File: src/rtl/seg_scan_decoder.sv
// Receiver for a multiplexed seven-segment scan bus: waits for each anode dwell to settle,
// decodes the cathode glyph into its digit slot and pulses frame_done once every slot is seen.
// Hex glyphs A-F are decoded only when SEG_DECODE_HEX_EN is defined.
module seg_scan_decoder #(
  parameter int unsigned NUM_DIGITS     = 8,
  parameter int unsigned SETTLE_CYCLES  = 4,
  parameter int unsigned AN_ACTIVE_LOW  = 1,
  parameter int unsigned CAT_ACTIVE_LOW = 1
) (
  input  logic                    clk,
  input  logic                    reset,
  input  logic [NUM_DIGITS-1:0]   an_in,
  input  logic [6:0]              cat_in,
  input  logic                    dp_in,
  input  logic                    clear,
  output logic [4*NUM_DIGITS-1:0] digits,
  output logic [NUM_DIGITS-1:0]   dp_out,
  output logic [NUM_DIGITS-1:0]   blank,
  output logic [NUM_DIGITS-1:0]   invalid,
  output logic [NUM_DIGITS-1:0]   digit_valid,
  output logic                    frame_done,
  output logic                    scan_error
);

  localparam int unsigned CNT_W  = 8;
  localparam int unsigned SEG_W  = 7;
  localparam int unsigned NIB_W  = 4;
  localparam int unsigned DIG_W  = NIB_W * NUM_DIGITS;
  localparam bit          AN_INV  = (AN_ACTIVE_LOW != 0);
  localparam bit          CAT_INV = (CAT_ACTIVE_LOW != 0);
  localparam logic [CNT_W-1:0]      SETTLE_MAX = CNT_W'(SETTLE_CYCLES);
  localparam logic [CNT_W-1:0]      CAPTURE_AT = CNT_W'(SETTLE_CYCLES - 1);
  localparam logic [NUM_DIGITS-1:0] AN_IDLE    = AN_INV ? '1 : '0;
  localparam logic [DIG_W-1:0]      DIGITS_RST = {NUM_DIGITS{4'hF}};

  typedef struct packed {
    logic [NIB_W-1:0] nib;
    logic             blank;
    logic             inv;
  } glyph_t;

  // Active-high g..a pattern to nibble; unknown patterns flag invalid.
  function automatic glyph_t decode_seg(input logic [SEG_W-1:0] seg);
    glyph_t g;
    g.nib   = 4'hF;
    g.blank = 1'b0;
    g.inv   = 1'b0;
    case (seg)
      7'h3F: g.nib = 4'h0;
      7'h06: g.nib = 4'h1;
      7'h5B: g.nib = 4'h2;
      7'h4F: g.nib = 4'h3;
      7'h66: g.nib = 4'h4;
      7'h6D: g.nib = 4'h5;
      7'h7D: g.nib = 4'h6;
      7'h07: g.nib = 4'h7;
      7'h7F: g.nib = 4'h8;
      7'h6F: g.nib = 4'h9;
      7'h00: g.blank = 1'b1;
`ifdef SEG_DECODE_HEX_EN
      7'h77: g.nib = 4'hA;
      7'h7C: g.nib = 4'hB;
      7'h39: g.nib = 4'hC;
      7'h5E: g.nib = 4'hD;
      7'h79: g.nib = 4'hE;
      7'h71: g.nib = 4'hF;
`endif
      default: g.inv = 1'b1;
    endcase
    return g;
  endfunction

  logic [NUM_DIGITS-1:0] an_q, an_d;
  logic [CNT_W-1:0]      cnt_q, cnt_d;
  logic                  captured_q, captured_d;
  logic [DIG_W-1:0]      digits_q, digits_d;
  logic [NUM_DIGITS-1:0] dp_q, dp_d;
  logic [NUM_DIGITS-1:0] blank_q, blank_d;
  logic [NUM_DIGITS-1:0] inv_q, inv_d;
  logic [NUM_DIGITS-1:0] valid_q, valid_d;
  logic                  frame_done_q, frame_done_d;
  logic                  scan_error_q, scan_error_d;

  logic [NUM_DIGITS-1:0] an_norm_c;
  logic [SEG_W-1:0]      seg_norm_c;
  logic                  dp_norm_c;
  logic                  stable_c;
  logic                  any_c;
  logic                  onehot_c;
  logic                  capture_pt_c;
  logic                  capture_c;
  logic                  multi_c;
  glyph_t                glyph_c;

  assign an_norm_c    = AN_INV  ? ~an_in  : an_in;
  assign seg_norm_c   = CAT_INV ? ~cat_in : cat_in;
  assign dp_norm_c    = CAT_INV ? ~dp_in  : dp_in;
  assign stable_c     = (an_in == an_q);
  assign any_c        = |an_norm_c;
  assign onehot_c     = any_c && ((an_norm_c & (an_norm_c - NUM_DIGITS'(1))) == '0);
  assign capture_pt_c = stable_c && (cnt_q == CAPTURE_AT) && !captured_q;
  assign capture_c    = capture_pt_c && onehot_c;
  assign multi_c      = capture_pt_c && any_c && !onehot_c;
  assign glyph_c      = decode_seg(seg_norm_c);

  // Dwell tracking: restart on any anode change, saturate once settled.
  always_comb begin
    an_d       = an_in;
    cnt_d      = cnt_q;
    captured_d = captured_q;
    if (!stable_c) begin
      cnt_d      = '0;
      captured_d = 1'b0;
    end else begin
      if (cnt_q < SETTLE_MAX) begin
        cnt_d = cnt_q + CNT_W'(1);
      end
      if (capture_pt_c) begin
        captured_d = 1'b1;
      end
    end
  end

  // Slot capture and frame bookkeeping; clear overrides both.
  always_comb begin
    digits_d     = digits_q;
    dp_d         = dp_q;
    blank_d      = blank_q;
    inv_d        = inv_q;
    valid_d      = valid_q;
    frame_done_d = 1'b0;
    scan_error_d = scan_error_q;
    if (valid_q == '1) begin
      valid_d      = '0;
      frame_done_d = 1'b1;
    end
    if (capture_c) begin
      for (int i = 0; i < NUM_DIGITS; i++) begin
        if (an_norm_c[i]) begin
          digits_d[NIB_W*i +: NIB_W] = glyph_c.nib;
          dp_d[i]    = dp_norm_c;
          blank_d[i] = glyph_c.blank;
          inv_d[i]   = glyph_c.inv;
          valid_d[i] = 1'b1;
        end
      end
    end
    if (multi_c) begin
      scan_error_d = 1'b1;
    end
    if (clear) begin
      digits_d     = DIGITS_RST;
      dp_d         = dp_q;
      blank_d      = blank_q;
      inv_d        = inv_q;
      valid_d      = '0;
      frame_done_d = 1'b0;
      scan_error_d = 1'b0;
    end
  end

  always_ff @(posedge clk or posedge reset) begin
    if (reset) begin
      an_q         <= AN_IDLE;
      cnt_q        <= '0;
      captured_q   <= 1'b0;
      digits_q     <= DIGITS_RST;
      dp_q         <= '0;
      blank_q      <= '0;
      inv_q        <= '0;
      valid_q      <= '0;
      frame_done_q <= 1'b0;
      scan_error_q <= 1'b0;
    end else begin
      an_q         <= an_d;
      cnt_q        <= cnt_d;
      captured_q   <= captured_d;
      digits_q     <= digits_d;
      dp_q         <= dp_d;
      blank_q      <= blank_d;
      inv_q        <= inv_d;
      valid_q      <= valid_d;
      frame_done_q <= frame_done_d;
      scan_error_q <= scan_error_d;
    end
  end

  assign digits      = digits_q;
  assign dp_out      = dp_q;
  assign blank       = blank_q;
  assign invalid     = inv_q;
  assign digit_valid = valid_q;
  assign frame_done  = frame_done_q;
  assign scan_error  = scan_error_q;

endmodule

File: config.mk
export PLATFORM = sky130hd
export DESIGN_NAME = seg_scan_decoder
export DESIGN_NICKNAME = d
export VERILOG_FILES = /design/src/rtl/seg_scan_decoder.sv
export SDC_FILE = /design/constraint.sdc
export NUM_CORES = 1
export LEC_CHECK = 0
export CAP_MARGIN = 20
export CORE_AREA = 3 3 129 131
export DETAILED_ROUTE_END_ITERATION = 16
export DIE_AREA = 0 0 132 134
export PLACE_DENSITY = 0.52
export SLEW_MARGIN = 20
export SYNTH_ARGS = -nofsm -noshare
export SYNTH_HDL_FRONTEND = slang
export SYNTH_SLANG_ARGS = --single-unit
File: constraint.sdc
create_clock -name clk -period 3.1 [get_ports clk]
set_clock_uncertainty 0.2 [all_clocks]
set_input_delay 0.93 -clock clk [delete_from_list [all_inputs] [get_ports clk]]
set_output_delay 0.93 -clock clk [all_outputs]
set_load 0.03 [all_outputs]
==> metrics.md, run 1 <==
| Metric | Value |
|---|---|
| CP arrival | `3.08 ns` |
| Worst setup SP type | `input port` |
| Setup violations, final | `0` |
| Highest metal used | `met4` |
| Top cell type's share of synthesized area | `27.89%` |
| Leak | `2.505 nW` |
| Worst-Margin Slew | `0.5790 ns` |
| DR pass1 iterations | `5` |
| Final hold vios | `0` |
| Clk_lat worst skew | `0.34 ns` |
| Max cap viols | `0` |
| Routed wire length | `11,210 µm` |
| Synthesized area | `3859 µm²` |
| Reg-to-Reg End | `blank[5]$_DFFE_PP0P_` |
| R2R cell count | `7` |
| Via density | `4.513` |
| Die X | `132 µm` |
| Most frequent cells after synthesis | `dfrtp_1, nor2_1, dfstp_2` |
| Antenna cells | `0` |
| Clk sinks | `83` |
| Main flop type after synthesis | `dfrtp_1` |
| Ports | `85` |
| Hold crit path type | `reg -> reg` |
| Met3 wire length | `635 µm` |
| Total CTS buffers | `9` |
| Hold buffers post-CTS | `0` |
| Seq/Total Area, Yosys | `55.12%` |
| Reg2Reg Setup Slack | `0.53 ns` |
| Minimum clock period | `3.053 ns` |
| GR Overflow Total | `0` |
| Req. time, crit path | `3.12 ns` |
| Cell taking the most area after synthesis | `dfrtp_1` |
| Multi-input logic area | `1644 µm²` |
| Outcome | `finished clean` |
| Synthesized area per cell | `11.15 µm²` |
| Layout cells sized above 1 | `31.91%` |
| All-Layer GR Usage | `12.65%` |
| Clock Pin Slew Worst Setup and Hold Paths | `0.06 ns` |
| P&R area growth vs syn | `50.06%` |
| Crit path kind | `in -> reg` |
| DIE AREA | `17,690 µm²` |
| Worst Path Max Fanout | `5` |
| CTS tree | `done` |
| CP Capture Type | `flip-flop` |
| HPWL after DPL | `8043 µm` |
| Fmax | `327.6 MHz` |
| Max Slew Vio Count | `0` |
| DR WL/cell | `15.83 µm` |
| Reg area | `2127 µm²` |
| Gp weighted congestion | `0.7693` |
| Post-synth EDFFs | `0` |
| Synth Register Bits | `83` |
| Post-route antenna net violation count | `0` |
| Power Density | `433.2 nW/µm²` |
| Initial DRC count | `139` |
| Hold_sp | `dp_out[2]$_DFFE_PP0P_` |
| Die Ht | `134 µm` |
| Total Nets Final | `507` |
| Vias in the first global route | `3,209` |
| Utilization after layout | `36.85%` |
| Post-route setup TNS | `0 ns` |
| Synth cell types | `53` |
| Core ar. | `15,710 µm²` |
| Initial core utilization | `24.56%` |
| CTS H-tree lvls | `3` |
| Count leader, synth | `dfrtp_1` |
| DRC Markers | `0` |
| Synth warn | `0` |
| Hold endpoint | `dp_out[2]$_DFFE_PP0P_` |
| Worst Slack Setup Final | `0.04717 ns` |
| Slew margin rel. | `61.27%` |
| Fillers | `1,561` |
| First-pass GRT wire length | `17,550 µm` |
| Post-Place Worst Slack | `-0.5208 ns` |
| Worst Hold Depth | `2` |
| Row count | `46` |
| # port buffers | `84` |
| Asr flop ratio synth | `100.0%` |
| Initial antenna violation count | `0` |
| Total number of vias | `3,195` |
| DRT met1 WL | `5248 µm` |
| Maximum vdd drop | `0.2831 mV` |
| Largest net degree at the start of global routing | `37` |
| Root Buffer | `clkbuf_16` |
| Mapped Cells | `346` |
| RR Startpoint | `cnt_q[2]$_DFFE_PP0P_` |
| Synth Net Count | `366` |
| Met2 Wirelength | `5141 µm` |
| Synth top area cells | `dfrtp_1, dfstp_2, mux2i_1, nor2_1, mux2_2` |
| RSZ-0062 raised after global routing | `yes` |
| Final period util | `98.48%` |
| Clock buffer depth | `2` |
-- layer usage --
metal | vias to the layer above | track usage (%)
li1 | 1501 | -
met1 | 1586 | 16.54
met2 | 97 | 20.15
met3 | 11 | 4.351
met4 | 0 | 3.267
met5 | - | 0
-- where the power goes --
| part | internal (mW) | switching [mW] |
|---|---|---|
| clock network | 0.786 | 0.440 |
| registers | 1.10 | 0.00276 |
| logic | 0.0790 | 0.106 |
| total | 1.96 | 0.549 |
-- worst max path at each step --
| stage | from | to | slack [ns] | depth (start not counted) |
|---|---|---|---|---|
| CTS | cat_in[1] | invalid[3]$_DFFE_PP0P_ | 0.02 | 7 |
| floorplan | an_in[3] | blank[6]$_DFFE_PP0P_ | 0.09 | 7 |
| global route | cat_in[4] | digits[23]$_DFFE_PP1P_ | -0.04 | 7 |
| finish | an_in[3] | invalid[6]$_DFFE_PP0P_ | 0.05 | 7 |
| global placement | an_in[0] | blank[3]$_DFFE_PP0P_ | -0.49 | 7 |
| detailed placement | an_in[0] | invalid[3]$_DFFE_PP0P_ | -0.52 | 7 |
-- flip-flops by register name (all words and copies together) (netlist names) --
register / count
an_q: 8
blank: 8
captured_q: 1
cnt_q: 8
digit_valid: 8
digits: 32
dp_out: 8
frame_done: 1
invalid: 8
scan_error: 1
-- cells by family after synthesis --
kind of cell	synth area share (%)
AND/OR/NAND/NOR	18.39
flip-flops	55.12
AO/OA/AOI/OAI	8.852
multiplexers	11.15
buffers and inverters	3.858
XOR/XNOR	2.043
adder cells (fa/ha/maj)	0.5836
-- metrics by stage --
stage          hold WS, ns  instance area, µm²  power (mW)  instances
2_1_floorplan       0.2779                3862       1.203        346
3_3_place_gp        0.2729                5360       1.292        688
3_5_place_dp        0.2696                5360       1.295        688
4_1_cts             0.2933                5725       2.539        704
5_1_grt             0.3204                5791       2.610        708
6_report            0.2907                5791       2.509        708
-- timing repair --
action,in CTS,in global routing
pin swaps,2,6
setup endpoints to repair,33,41
resized for setup,12,11
setup buffers,0,4
-- worst max-delay path, cell delays in order --
cell	delay [ns]
dlygate4sd2_1	0.29
and4_4	0.28
nand4_1	0.18
buf_4	0.19
a2111o_1	0.41
or3_1	0.45
mux2_1	0.34
-- final cells by class --
type | count | area share (%)
flip-flops and latches | 83 | 36.73
multi-input cells | 233 | 28.39
repair buffers | 152 | 23.75
well taps | 216 | 4.667
clock buffers | 9 | 3.889
clock inverters | 7 | 1.988
inverters | 8 | 0.5834
-- layout by cell type (no fill, tap or decap), types with 7 or more instances in the layout --
| cell type | Yosys | routed |
|---|---|---|
| clkdlybuf4s50_1 | 0 | 76 |
| buf_4 | 0 | 63 |
| dfrtp_1 | 43 | 43 |
| dfstp_2 | 40 | 40 |
| nor2_1 | 41 | 38 |
| mux2i_1 | 25 | 25 |
| nand2_1 | 19 | 19 |
| o21ai_0 | 16 | 16 |
| a21oi_1 | 14 | 14 |
| nor3_1 | 13 | 12 |
| mux2_2 | 10 | 10 |
| clkbuf_16 | 0 | 9 |
| nand4_1 | 8 | 8 |
| inv_1 | 8 | 7 |
Note: power is estimated with default switching activity, not from simulation.
==> run 2, diff against run 1 <==
--- a/config.mk
+++ b/config.mk
@@ -7,6 +7,7 @@
 export LEC_CHECK = 0
 export CAP_MARGIN = 20
 export CORE_AREA = 3 3 129 131
+export CTS_CLUSTER_SIZE = 30
 export DETAILED_ROUTE_END_ITERATION = 16
 export DIE_AREA = 0 0 132 134
 export PLACE_DENSITY = 0.52
==> results of run 2 <==
Final layout, timing and power as in run 1 (identical DEF).
==> run 3, diff against run 2 <==
--- a/config.mk
+++ b/config.mk
@@ -5,6 +5,7 @@
 export SDC_FILE = /design/constraint.sdc
 export NUM_CORES = 1
 export LEC_CHECK = 0
+export ABC_CLOCK_PERIOD_IN_PS = 3100
 export CAP_MARGIN = 20
 export CORE_AREA = 3 3 129 131
 export CTS_CLUSTER_SIZE = 30
==> results of run 3 <==
Final layout, timing and power as in run 1 (identical DEF).
